### config.mk
export PLATFORM = sky130hd
export DESIGN_NAME = tone_period_detector
export DESIGN_NICKNAME = d
export VERILOG_FILES = /design/src/rtl/tone_period_detector.sv
export SDC_FILE = /design/constraint.sdc
export NUM_CORES = 1
export LEC_CHECK = 0
export ABC_AREA = 1
export CAP_MARGIN = 20
export CORE_UTILIZATION = 30
export CTS_BUF_LIST = sky130_fd_sc_hd__clkbuf_8
export CTS_CLUSTER_SIZE = 20
export DETAILED_ROUTE_END_ITERATION = 10
export GPL_ROUTABILITY_DRIVEN = 0
export PLACE_DENSITY = 0.49
export SLEW_MARGIN = 20
export SYNTH_ARGS = -nofsm -noshare
export SYNTH_HDL_FRONTEND = slang
export SYNTH_SLANG_ARGS = --single-unit
### constraint.sdc
create_clock -name clk -period 4.75 [get_ports clk]
set_input_delay 0.475 -clock clk [delete_from_list [all_inputs] [get_ports clk]]
set_output_delay 0.475 -clock clk [all_outputs]
set_load 0.01 [all_outputs]
### src/rtl/tone_period_detector.sv
// Measures the rise-to-rise period of an incoming square-wave tone in clk cycles,
// classifies it against a base period (same / octave down / octave up), and flags lock and silence.
module tone_period_detector #(
    parameter int CNT_W     = 16,
    parameter int TIMEOUT   = 16'hFFFF,
    parameter int TOL_SHIFT = 3
) (
    input  logic             clk,
    input  logic             rst_n,
    input  logic             ena,
    input  logic             tone_i,
    input  logic [CNT_W-1:0] base_period,
    output logic [CNT_W-1:0] period_o,
    output logic             period_valid_o,
    output logic [1:0]       octave_o,
    output logic             lock_o,
    output logic             silent_o
);

    localparam int               EXT_W       = CNT_W + 2;
    localparam logic [CNT_W-1:0] TIMEOUT_CNT = CNT_W'(TIMEOUT);

    localparam logic [1:0] OCT_NONE = 2'b00;
    localparam logic [1:0] OCT_SAME = 2'b01;
    localparam logic [1:0] OCT_DOWN = 2'b10;
    localparam logic [1:0] OCT_UP   = 2'b11;

    typedef enum logic [1:0] {IDLE, MEASURE, SILENT} state_t;

    state_t           state, state_next;
    logic [CNT_W-1:0] cnt, cnt_next;
    logic [CNT_W-1:0] prev_period, prev_next;
    logic             have_prev, have_prev_next;
    logic [CNT_W-1:0] period_next;
    logic             valid_next;
    logic [1:0]       octave_next;
    logic             lock_next;
    logic             silent_next;

    logic             s1, s2, s3;
    logic             rise;

    logic [EXT_W-1:0] p_ext, b_ext, tol_ext, prev_ext;
    logic [1:0]       octave_class;
    logic             lock_hit;

    function automatic logic [EXT_W-1:0] abs_diff(input logic [EXT_W-1:0] a,
                                                  input logic [EXT_W-1:0] b);
        return (a >= b) ? (a - b) : (b - a);
    endfunction

    // Two-flop synchronizer plus a history flop for edge detection.
    always_ff @(posedge clk or negedge rst_n) begin
        if (!rst_n) begin
            s1 <= 1'b0;
            s2 <= 1'b0;
            s3 <= 1'b0;
        end else begin
            s1 <= tone_i;
            s2 <= s1;
            s3 <= s2;
        end
    end

    assign rise = s2 & ~s3;

    // Two extra bits keep 2*B and 2*tol from overflowing.
    always_comb begin
        p_ext        = {2'b00, cnt};
        b_ext        = {2'b00, base_period};
        tol_ext      = b_ext >> TOL_SHIFT;
        prev_ext     = {2'b00, prev_period};
        octave_class = OCT_NONE;
        if (base_period == '0)
            octave_class = OCT_NONE;
        else if (abs_diff(p_ext, b_ext) <= tol_ext)
            octave_class = OCT_SAME;
        else if (abs_diff(p_ext, b_ext << 1) <= (tol_ext << 1))
            octave_class = OCT_DOWN;
        else if (abs_diff(p_ext, b_ext >> 1) <= (tol_ext >> 1))
            octave_class = OCT_UP;
        lock_hit = have_prev && (abs_diff(p_ext, prev_ext) <= (prev_ext >> TOL_SHIFT));
    end

    always_comb begin
        state_next     = state;
        cnt_next       = cnt;
        period_next    = period_o;
        valid_next     = 1'b0;
        octave_next    = octave_o;
        lock_next      = lock_o;
        silent_next    = silent_o;
        prev_next      = prev_period;
        have_prev_next = have_prev;
        if (!ena) begin
            state_next     = IDLE;
            cnt_next       = '0;
            octave_next    = OCT_NONE;
            lock_next      = 1'b0;
            silent_next    = 1'b0;
            have_prev_next = 1'b0;
        end else begin
            case (state)
                IDLE: begin
                    if (rise) begin
                        state_next = MEASURE;
                        cnt_next   = CNT_W'(1);
                    end else if (cnt == TIMEOUT_CNT) begin
                        state_next     = SILENT;
                        silent_next    = 1'b1;
                        lock_next      = 1'b0;
                        octave_next    = OCT_NONE;
                        have_prev_next = 1'b0;
                    end else begin
                        cnt_next = cnt + CNT_W'(1);
                    end
                end
                MEASURE: begin
                    // A rise coinciding with the timeout still counts as a full period.
                    if (rise) begin
                        period_next    = cnt;
                        valid_next     = 1'b1;
                        cnt_next       = CNT_W'(1);
                        octave_next    = octave_class;
                        lock_next      = lock_hit;
                        prev_next      = cnt;
                        have_prev_next = 1'b1;
                    end else if (cnt == TIMEOUT_CNT) begin
                        state_next     = SILENT;
                        silent_next    = 1'b1;
                        lock_next      = 1'b0;
                        octave_next    = OCT_NONE;
                        have_prev_next = 1'b0;
                    end else begin
                        cnt_next = cnt + CNT_W'(1);
                    end
                end
                SILENT: begin
                    if (rise) begin
                        state_next  = MEASURE;
                        cnt_next    = CNT_W'(1);
                        silent_next = 1'b0;
                    end
                end
                default: state_next = IDLE;
            endcase
        end
    end

    always_ff @(posedge clk or negedge rst_n) begin
        if (!rst_n) begin
            state          <= IDLE;
            cnt            <= '0;
            prev_period    <= '0;
            have_prev      <= 1'b0;
            period_o       <= '0;
            period_valid_o <= 1'b0;
            octave_o       <= OCT_NONE;
            lock_o         <= 1'b0;
            silent_o       <= 1'b0;
        end else begin
            state          <= state_next;
            cnt            <= cnt_next;
            prev_period    <= prev_next;
            have_prev      <= have_prev_next;
            period_o       <= period_next;
            period_valid_o <= valid_next;
            octave_o       <= octave_next;
            lock_o         <= lock_next;
            silent_o       <= silent_next;
        end
    end

endmodule

# Word level (Yosys, flattened, before mapping)
# Cells that the tools add are included.
# classes
addsub	9
order_cmp	8
n_eq_ne	11
n_mux	42
n_bitwise	2
n_reduce_logical	9
# ops
cell	n
two-way mux 18 bit	4
subtractor 16 x 16 -> 17 bit	4
two-way mux 16 bit	4
<= comparator 18 x 13 -> 1 bit	2
>= comparator 16 bit	2
case mux 16 bit (2 select lines)	1
two-way mux 2 bit	13
<= comparator 18 x 12 -> 1 bit	1
<= comparator 18 x 14 -> 1 bit	1
subtractor 16 x 17 -> 18 bit	1
subtractor 17 x 16 -> 18 bit	1
>= comparator 16 x 17 -> 1 bit	1
subtractor 15 x 16 -> 17 bit	1
subtractor 16 x 15 -> 17 bit	1
adder 16 x 1 -> 16 bit, second input constant	1
== test 16 bit, second input constant	1
>= comparator 16 x 15 -> 1 bit	1
logical NOT 16 bit	1
two-way mux 1 bit	15
inequality test 3 bit, second input constant	4
inequality test 3 x 2 -> 1 bit, second input constant	2
case mux 1 bit (2 select lines)	3
case mux 2 bit (3 select lines)	1
AND reduction 3 bit	2
12 further kinds	13
# word_totals
ff_bits	43
in_bits	20
output_inout_bits	21
elab_cells	92

# Depth between registers and ports, before layout
# Gate-level depths: netlist of run 1.
# logic_depth
word_depth	10
depth_mapped	35
ltp_nobuf	33

# Worst setup path before layout of run 1
# Ideal clock, no wire load.
# synth_path
path_kind	input port to flip-flop
startpoint	input port base_period[15]
endpoint	register octave_o[0]
setup_ns	0.116
arrival_ns	3.554
required_ns	4.634
slack_ns	1.080
path_stages	29
n_path_buf	2
path_cell_list	clkinv_1 -> ha_1 -> nand2_1 -> nor2_2 -> nand2_2 -> nor2_2 -> a21oi_2 -> nand2_2 -> buf_6 -> buf_6 -> mux2i_1 -> xor2_1 -> inv_1 -> ha_1 -> nand4_1 -> nor2_1 -> nand2_1 -> nand3_1 -> nand2_1 -> nand2_1 -> nand2_1 -> a21oi_1 -> nor2_2 -> nand3_2 -> nand2_1 -> nand2_1 -> nand2_1 -> nand2_1 -> nand2_1
# synth_between
elab_chain_len	10
word_cells_on_any_way	23
classes_between	add/sub (6); order compare (6); mux (10); reduce/logical (1)
# synth_rtl
item	line	source
from (decl)	12	input logic [CNT_W-1:0] base_period,
subtractor 15 x 16 -> 17 bit (tied with other cells)	49	return (a >= b) ? (a - b) : (b - a);
two-way mux 18 bit	49	
<= comparator 18 x 12 -> 1 bit	80	else if (abs_diff(p_ext, b_ext >> 1) <= (tol_ext >> 1))
two-way mux 2 bit	80	
two-way mux 2 bit	78	else if (abs_diff(p_ext, b_ext << 1) <= (tol_ext << 1))
two-way mux 2 bit	76	else if (abs_diff(p_ext, b_ext) <= tol_ext)
two-way mux 2 bit *	74	if (base_period == '0)
two-way mux 2 bit *	120	if (rise) begin
case mux 2 bit (2 select lines) *	103	case (state)
two-way mux 2 bit *	95	if (!ena) begin
to (signal assigned)	168	octave_o <= octave_next;
to (decl)	15	output logic [1:0] octave_o,
# Mark *: on every way between the ends. The rest lies on a longest branch, timed or not.
# A chain may end at the register's enable or synchronous reset.

# Final worst setup path of run 1
# layout_path
startpoint	input port base_period[6]
endpoint	register octave_o[0]
# The elaborated chain is that of the path after synthesis.

==> results.yml, run 1 <==
cells_and_area:
  drive_gt1_share_pct: 11.0
  final_common_cell: "nand2_1"
  nNetsFinal: 2056
  syn_to_final_growth_pct: 19.1
  final_cell_mix: "558 x nand2_1, 279 x inv_1, 176 x ha_1"
  fillers: 3785
  antennaDiodeCount: 0
  final_cells: 2300
worst_setup_path:
  cp_slowest_cell: "clkdlybuf4s50_1"
  cp_top_family: "simple AND/OR/NAND/NOR gates"
  reg2reg_depth: 26
  worst-path-stages: 32
  path_buf_inv: 6
  rrSetupSlack_ns: 0.42
  end_kind: "flop"
  cp_max_fo: 8
  critical_path_class: "input port to flop"
  required_ns: 4.96
  slowest_delay_ns: 0.52
  crit_arrival_ns: 4.62
  crit_path_frequent_cell: "nand2_1"
  start_kind: "input port"
route:
  top_layer_used: "met4"
  dr_wl_met3_um: 1590
  vias: 11400
  drt_iter0_markers: 759
  routed_wl_um: 40900
  wl_per_cell_um: 17.8
  drc: 0
  firstDrtPassIters: 6
  ant_nets: 0
  vias_per_cell: 4.93
  wl_met2_um: 19100
  wl_met1_um: 18700
power_and_ir_drop:
  p_leak_nw: 6.72
  power.total_w: 0.00215
  peakVddDrop_mv: 0.146
  power.density_mw_per_mm2: 177
global_routing:
  antenna_found_initial: 0
  grt.overflow.total: 0
  grt_pass1_wl_um: 63900
  grt_pass1_vias: 11300
  grt_max_degree: 44
  grt_util_all_layers_pct: 23.5
placement:
  dpl.cell_count: 2292
  portBuffers: 40
  dpl.hpwl_um: 34700
  place_ws_ns: -0.00676
die:
  num_rows: 67
  dieArea_mm2: 0.0348
  die_h_um: 186
  start_util_pct: 30.4
  die_x_um: 186
  core-area_mm2: 0.0335
  ios: 41
timing:
  finalWorstSetupSlack_ns: 0.347
  worst_slew_pin_slew_ns: 0.788
  setup_violations: 0
  finalHoldViolations: 0
  finClkSkew_ns: 0.0150
  max_freq_mhz: 227
  grt_setup_unrepaired: "no"
  period_minus_slack_ns: 4.40
  holdWs_ns: 0.242
  finalMaxSlewViolations: 0
  maxSlewHeadroom_pct: 47.0
  min_period_over_period_pct: 92.7
  setup_tns_ns: 0
synthesis:
  synth_cell_types: 49
  syn_nets: 1901
  syn_inst: 1696
  synth-async-reset-ratio_pct: 100
  ys_seq_area_share_pct: 10.5
  synth_edf_count: 0
  netlist_area_mm2: 0.0102
  synth-main-ff-cell: "dfrtp_1"
  yosysWarnings: 0
  syn_area_per_cell_um2: 6.02
  ys_ff_latch: 43
clock_tree:
  h-tree-depth: 2
  cts-resized-gates: 0
  cts_tree: "yes"
  clock_path_buffers: 2
  clk_pin_slew_ns: 0.10
  root_buffer: "clkbuf_8"
  cts_buffers: 5
  post-cts-setup-buffers: 0
  cts.sinks: 43
  clock_latency_ns: 0.32
  hold_buffers: 0
worst_hold_path:
  hp-class: "input port to asynchronous set/reset pin"
run_status:
  status: "completed"
job:
  cap_viol_max_count: 0
## routing by layer
layer | global-route usage, % | up-vias
met5 | 0 | -
met4 | 8.36 | 0
met3 | 0.922 | 62
met2 | 40.5 | 298
met1 | 31.0 | 5274
li1 | - | 5716
## synthesized netlist by cell type (2+ instances only)
cell | instances | area [µm²]
a21boi_0 | 2 | 15.0
nor2_2 | 8 | 50.1
inv_1 | 278 | 1040
a31oi_1 | 7 | 43.8
a21oi_1 | 126 | 631
o21ai_1 | 4 | 20.0
o21bai_1 | 10 | 75.1
nand3_1 | 78 | 390
fa_1 | 8 | 160
a21oi_2 | 2 | 17.5
mux2i_1 | 4 | 40.0
nor3_2 | 5 | 50.1
a21o_1 | 11 | 82.6
o2111ai_1 | 5 | 43.8
nor2_4 | 3 | 33.8
nand2_2 | 19 | 119
nand3_2 | 3 | 30.0
xor2_1 | 31 | 272
xnor2_1 | 21 | 184
dfrtp_1 | 43 | 1080
clkbuf_1 | 3 | 11.3
o21ai_2 | 5 | 43.8
o21a_1 | 3 | 22.5
o21ai_0 | 79 | 395
o211ai_1 | 8 | 60.1
a211oi_1 | 4 | 30.0
o311ai_0 | 3 | 26.3
inv_2 | 11 | 41.3
nand4_1 | 10 | 62.6
buf_2 | 5 | 25.0
buf_6 | 7 | 78.8
nand3b_1 | 3 | 22.5
nand2_1 | 559 | 2100
clkbuf_2 | 2 | 10.0
nor2_1 | 107 | 402
ha_1 | 177 | 2210
nand3b_2 | 2 | 22.5
nor3_1 | 25 | 125
nand2_4 | 2 | 22.5
nor4_1 | 4 | 25.0
## worst paths after layout
path	from	to
max in group asynchronous	rst_n	cnt[4]
min reg2reg	s1	s2
max reg2reg	cnt[5]	lock_o
min in group clk	s1	s2
max	base_period[6]	octave_o[0]
min	rst_n	prev_period[0]
## where the power goes
part           leakage [nW]  switching (W)  internal [W]
combinational          6.08       0.000832      0.000531
clock                0.0695       0.000153      0.000209
sequential            0.569      0.0000318      0.000393
## sequential cells by signal (all words and copies together), names as in the netlist
name,cells
prev_period,16
s2,1
cnt,16
lock_o,1
s1,1
state,2
octave_o,2
have_prev,1
s3,1
silent_o,1
period_valid_o,1
## cell families after synthesis
logic type,synth area share (%)
compound gates,15.4
xor+xnor,4.46
fa+ha+maj,23.3
buf+inv,11.9
flops,10.5
mux,0.392
simple gates,34.1
## metrics by stage
stage,utilization (%),instance area [µm²]
4_1_cts,36.2,12100
6_report,36.2,12200
2_1_floorplan,-,10200
5_1_grt,36.2,12200
3_5_place_dp,35.8,12000
3_3_place_gp,35.8,12000
## layout make-up
class | instances | area (µm²) | share of cell area (%)
Multi-Input combinational cell | 1346 | 7940 | 65.3
Timing Repair Buffer | 165 | 1360 | 11.2
Inverter | 290 | 1090 | 8.96
Sequential cell | 43 | 1080 | 8.86
Tap cell | 448 | 561 | 4.61
Clock buffer | 5 | 68.8 | 0.566
Clock inverter | 3 | 63.8 | 0.525
Power figures use the tool's default switching activity.
==> run 2, diff against run 1 <==
--- a/config.mk
+++ b/config.mk
@@ -7,11 +7,13 @@
 export LEC_CHECK = 0
 export ABC_AREA = 1
 export CAP_MARGIN = 20
+export CORE_ASPECT_RATIO = 0.9
 export CORE_UTILIZATION = 30
 export CTS_BUF_LIST = sky130_fd_sc_hd__clkbuf_8
 export CTS_CLUSTER_SIZE = 20
 export DETAILED_ROUTE_END_ITERATION = 10
 export GPL_ROUTABILITY_DRIVEN = 0
+export HOLD_SLACK_MARGIN = 0.1
 export PLACE_DENSITY = 0.49
 export SLEW_MARGIN = 20
 export SYNTH_ARGS = -nofsm -noshare
==> run 2 against run 1 <==
Final cell count rose by 1.1%. Register-to-register slack improved by 0.02 ns. Critical endpoint unchanged. Combinational power barely moved. Critical path depth fell by 1. Die area barely moved. Sequential share of layout area fell by 0.084 points. Setup slack got worse by 0.037 ns. Sequential power barely moved. Clock-buffer cell count did not move.
==> results.yml, run 2 (same netlist as run 1, synthesis figures left out) <==
cells_and_area:
  drive_gt1_share_pct: 11.9
  final_common_cell: "nand2_1"
  syn_to_final_growth_pct: 20.1
  nNetsFinal: 2073
  reg_top3: "cnt x16, prev_period x16"
  final_cell_mix: "559 x nand2_1, 279 x inv_1, 174 x ha_1"
worst_setup_path:
  end_kind: "flop"
  required_ns: 4.97
  r2r_end: "lock_o"
  crit_path_frequent_cell: "nand2_1"
  crit_arrival_ns: 4.66
  rrSetupSlack_ns: 0.44
  reg2reg_depth: 28
  r2r_start: "prev_period[8]"
  cp_slowest_cell: "clkdlybuf4s50_1"
  critical_path_class: "input port to flop"
  start_kind: "input port"
  slowest_delay_ns: 0.53
  cp_max_fo: 11
timing:
  setup_violations: 0
  finalWorstSetupSlack_ns: 0.311
  finalHoldViolations: 0
  min_period_over_period_pct: 93.5
  grt_setup_unrepaired: "no"
  setup_tns_ns: 0
  period_minus_slack_ns: 4.44
  finalMaxSlewViolations: 0
  maxSlewHeadroom_pct: 59.5
  finClkSkew_ns: 0.0174
  max_freq_mhz: 225
  worst_slew_pin_slew_ns: 0.607
global_routing:
  grt.overflow.total: 0
  grt_util_all_layers_pct: 24.1
  grt_pass1_vias: 11300
  grt_pass1_wl_um: 64100
  grt_max_degree: 44
  antenna_found_initial: 0
die:
  start_util_pct: 30.8
  ios: 41
  dieArea_mm2: 0.0348
  core-area_mm2: 0.0332
  die_h_um: 177
  num_rows: 63
  die_x_um: 196
job:
  cap_viol_max_count: 0
route:
  firstDrtPassIters: 5
  routed_wl_um: 41300
  vias_per_cell: 4.92
  wl_per_cell_um: 17.7
  drc: 0
  drt_iter0_markers: 718
  vias: 11400
  ant_nets: 0
run_status:
  status: "completed"
clock_tree:
  cts.sinks: 43
  cts_tree: "yes"
  root_buffer: "clkbuf_8"
  h-tree-depth: 2
  clock_path_buffers: 2
  clock_latency_ns: 0.32
  cts_buffers: 5
  hold_buffers: 0
  clk_pin_slew_ns: 0.10
power_and_ir_drop:
  peakVddDrop_mv: 0.159
  p_leak_nw: 6.77
  power.density_mw_per_mm2: 168
placement:
  dpl.hpwl_um: 34800
  portBuffers: 40
  place_ws_ns: -0.107
worst_hold_path:
  hp-class: "input port to asynchronous set/reset pin"
-- run 2: cell count changes in the layout (fill, tap and decap cells not counted), sizes merged --
| cell | delta |
|---|---|
| clkinvlp | +2 |
| bufinv | -2 |
| buf | +17 |
| diode | +1 |
-- run 2: how the worst max path moves through the flow --
| stage | start | to | slack (ns) |
|---|---|---|---|
| 6_report | base_period[15] | octave_o[0] | 0.31 |
| 5_1_grt | base_period[8] | octave_o[1] | 0.009 |
| 3_3_place_gp | base_period[15] | octave_o[0] | -0.11 |
| 3_5_place_dp | base_period[15] | octave_o[0] | -0.11 |
| 4_1_cts | base_period[15] | octave_o[0] | 0.21 |
| 2_1_floorplan | base_period[15] | octave_o[0] | 1.08 |
-- run 2: routing by layer --
| layer | track usage [%] | share of wire (%) | vias to the layer above |
|---|---|---|---|
| met3 | 2.21 | 5.1 | 64 |
| met1 | 31.7 | 46 | 5315 |
| met2 | 41.7 | 46 | 301 |
| met5 | 0 | 0 | - |
| li1 | - | - | 5765 |
| met4 | 6.87 | 3.0 | 0 |
-- run 2: power breakdown --
| part | total (W) | switching, W | leakage (nW) | internal, W |
|---|---|---|---|---|
| Sequential | 0.000422 | 0.0000294 | 0.571 | 0.000393 |
| Clock | 0.000257 | 0.000156 | 0.0453 | 0.000101 |
| Combinational | 0.00138 | 0.000837 | 6.16 | 0.000545 |
| Total | 0.00206 | 0.00102 | 6.77 | 0.00104 |
-- run 2: timing repair --
action                                  CTS  global route
endpoints found under the setup margin    0             3
hold endpoints to repair                  0             0
resized for setup                         0            13
buffers inserted                          0             0
-- run 2: layout make-up --
cell class,instances,area [µm²]
inverters,290,1090
flip-flops and latches,43,1080
diodes,1,2.50
multi-input cells,1346,7950
fillers,3726,20900
clock buffers,5,68.8
repair buffers,182,1480
clock inverters,3,16.3
well taps,455,569
-- run 2: metrics by stage --
step                      util [%]  hold slack (ns)  instances  area [µm²]  total power (W)
after floorplan                  -            0.179       1696       10200          0.00131
after global placement        36.5            0.336       2316       12100          0.00179
after detailed placement      36.5            0.336       2316       12100          0.00179
after CTS                     36.8            0.266       2324       12200          0.00206
after global routing          36.9            0.308       2324       12300          0.00225
final                         36.9            0.244       2325       12300          0.00206
-- run 2: worst max-delay path: cells and delay by family --
kind,cells,cell delay [ns]
and+or+nand+nor,20,1.68
buffers and inverters,5,1.20
AOI/OAI and AO/OA,3,0.42
adders and majority gates,2,0.72
xor gates and xnor gates,1,0.13
==> run 3, diff against run 2 <==
--- a/config.mk
+++ b/config.mk
@@ -9,11 +9,11 @@
 export CAP_MARGIN = 20
 export CORE_ASPECT_RATIO = 0.9
 export CORE_UTILIZATION = 30
-export CTS_BUF_LIST = sky130_fd_sc_hd__clkbuf_8
 export CTS_CLUSTER_SIZE = 20
 export DETAILED_ROUTE_END_ITERATION = 10
 export GPL_ROUTABILITY_DRIVEN = 0
 export HOLD_SLACK_MARGIN = 0.1
+export MAX_ROUTING_LAYER = met4
 export PLACE_DENSITY = 0.49
 export SLEW_MARGIN = 20
 export SYNTH_ARGS = -nofsm -noshare
==> run 3 against run 2 <==
Non-clock buffer count unchanged. Largest power group unchanged. Critical path depth increased by 1. Highest routed layer unchanged. Power increased by 5.1%. Flip-flop and latch count unchanged. Die area unchanged. Critical path type unchanged. Sequential power about the same. Utilization increased by 0.21 points.
==> results.yml, run 3 (same netlist as run 1, synthesis figures left out) <==
run_status:
  status: "completed"
clock_tree:
  cts-resized-gates: 0
  hold_buffers: 0
  root_buffer: "clkbuf_16"
  h-tree-depth: 2
  clock_latency_ns: 0.30
  cts_buffers: 5
  cts_tree: "yes"
  post-cts-setup-buffers: 0
  clock_path_buffers: 2
  cts.sinks: 43
  clk_pin_slew_ns: 0.07
power_and_ir_drop:
  p_leak_nw: 6.80
  swShare_pct: 47.7
  power.density_mw_per_mm2: 176
  p_switching_w: 0.00103
  seqPwrFrac_pct: 19.5
  p_clk_share_pct: 16.7
  peakVddDrop_mv: 0.142
  power_frac_comb_pct: 63.8
  power.total_w: 0.00217
  p_int_w: 0.00113
timing:
  period_minus_slack_ns: 4.46
  worst_slew_pin_slew_ns: 0.608
  setup_violations: 0
  finalHoldViolations: 0
  min_period_over_period_pct: 93.9
  max_freq_mhz: 224
  maxSlewHeadroom_pct: 59.3
  finClkSkew_ns: 0.0114
  finalMaxSlewViolations: 0
worst_setup_path:
  end_kind: "flop"
  r2r_start: "prev_period[8]"
  cp_top_family: "simple AND/OR/NAND/NOR gates"
  critical_path_class: "input port to flop"
  r2r_end: "lock_o"
  path_buf_inv: 6
  cp-endpoint: "octave_o[0]"
  critical_path.startpoint: "base_period[12]"
  slowest_delay_ns: 0.49
  worst-path-stages: 32
  cp_slowest_cell: "clkdlybuf4s50_1"
  crit_path_frequent_cell: "nand2_1"
  reg2reg_depth: 29
  rrSetupSlack_ns: 0.41
  start_kind: "input port"
  crit_arrival_ns: 4.65
  required_ns: 4.94
  cp_max_fo: 11
die:
  num_rows: 63
  die_x_um: 196
  core-area_mm2: 0.0332
  dieArea_mm2: 0.0348
  start_util_pct: 30.8
  ios: 41
  die_h_um: 177
global_routing:
  grt_pass1_vias: 11300
  grt_pass1_wl_um: 64100
  grt_util_all_layers_pct: 24.8
  grt.overflow.total: 0
  grt_max_degree: 44
  antenna_found_initial: 0
placement:
  postPlaceCellArea_mm2: 0.0121
  dpl.hpwl_um: 34800
  portBuffers: 40
cells_and_area:
  nNetsFinal: 2073
  drive_gt1_share_pct: 12.1
  final_cell_mix: "559 x nand2_1, 276 x inv_1, 173 x ha_1"
  final_common_cell: "nand2_1"
  syn_to_final_growth_pct: 20.8
  design_area_mm2: 0.0123
  reg_top3: "cnt x16, prev_period x16"
  post-route-util_pct: 37.1
route:
  wl_met1_um: 18600
  vias_per_cell: 4.94
  wl_per_cell_um: 17.8
  drc: 0
  dr_wl_met3_um: 2410
  ant_nets: 0
  firstDrtPassIters: 5
  wl_met2_um: 19100
  vias: 11500
  top_layer_used: "met4"
  drt_iter0_markers: 750
  routed_wl_um: 41300
job:
  cap_viol_max_count: 0
worst_hold_path:
  hp-class: "input port to asynchronous set/reset pin"
[run 3: layout make-up]
class	count	area, µm²
Tap cell	455	569
Clock buffer	6	129
Inverter	290	1090
Sequential cell	43	1080
Fill cell	3722	20900
Multi-Input combinational cell	1346	7960
Antenna cell	1	2.50
Clock inverter	2	12.5
Timing Repair Buffer	182	1480
[run 3: metrics by stage]
step	setup slack [ns]	instances	hold WS, ns	setup TNS [ns]
2_1_floorplan	1.08	1696	0.179	0
3_3_place_gp	-0.105	2316	0.336	-0.163
3_5_place_dp	-0.107	2316	0.336	-0.171
4_1_cts	0.187	2324	0.297	0
5_1_grt	-0.00287	2324	0.333	-0.00287
6_report	0.289	2325	0.273	0
[run 3: per-layer routing]
layer / track usage, % / up-vias
met5: - / -
met4: 6.93 / 0
met3: 2.17 / 62
met2: 41.7 / 358
met1: 31.8 / 5298
li1: - / 5762
[run 3: power by group through the flow]
stage / combinational, W / sequential (W) / clock, W
CTS: 0.00137 / 0.000423 / 0.000370
floorplan: 0.000879 / 0.000434 / 0
detailed placement: 0.00136 / 0.000429 / 0
global placement: 0.00136 / 0.000430 / 0
finish: 0.00138 / 0.000423 / 0.000362
global route: 0.00155 / 0.000427 / 0.000382
[run 3: worst reg2reg max path: cells and delay by family, from the launching register on]
kind	cells	cell delay (ns)
XOR/XNOR	1	0.16
AND/OR/NAND/NOR	18	2.01
AO/OA/AOI/OAI	4	0.58
flip-flops	1	0.43
buffers and inverters	4	0.41
adder cells (fa/ha/maj)	2	0.69
[run 3: how the worst min path moves through the flow]
| stage | startpoint | endpoint | slack (ns) | cells after the start |
|---|---|---|---|---|
| after floorplan | rst_n | cnt[0] | 0.18 | 0 |
| after global placement | s1 | s2 | 0.34 | 0 |
| after detailed placement | s1 | s2 | 0.34 | 0 |
| after CTS | rst_n | cnt[11] | 0.30 | 2 |
| after global routing | rst_n | cnt[11] | 0.33 | 2 |
| final | rst_n | state[1] | 0.27 | 2 |
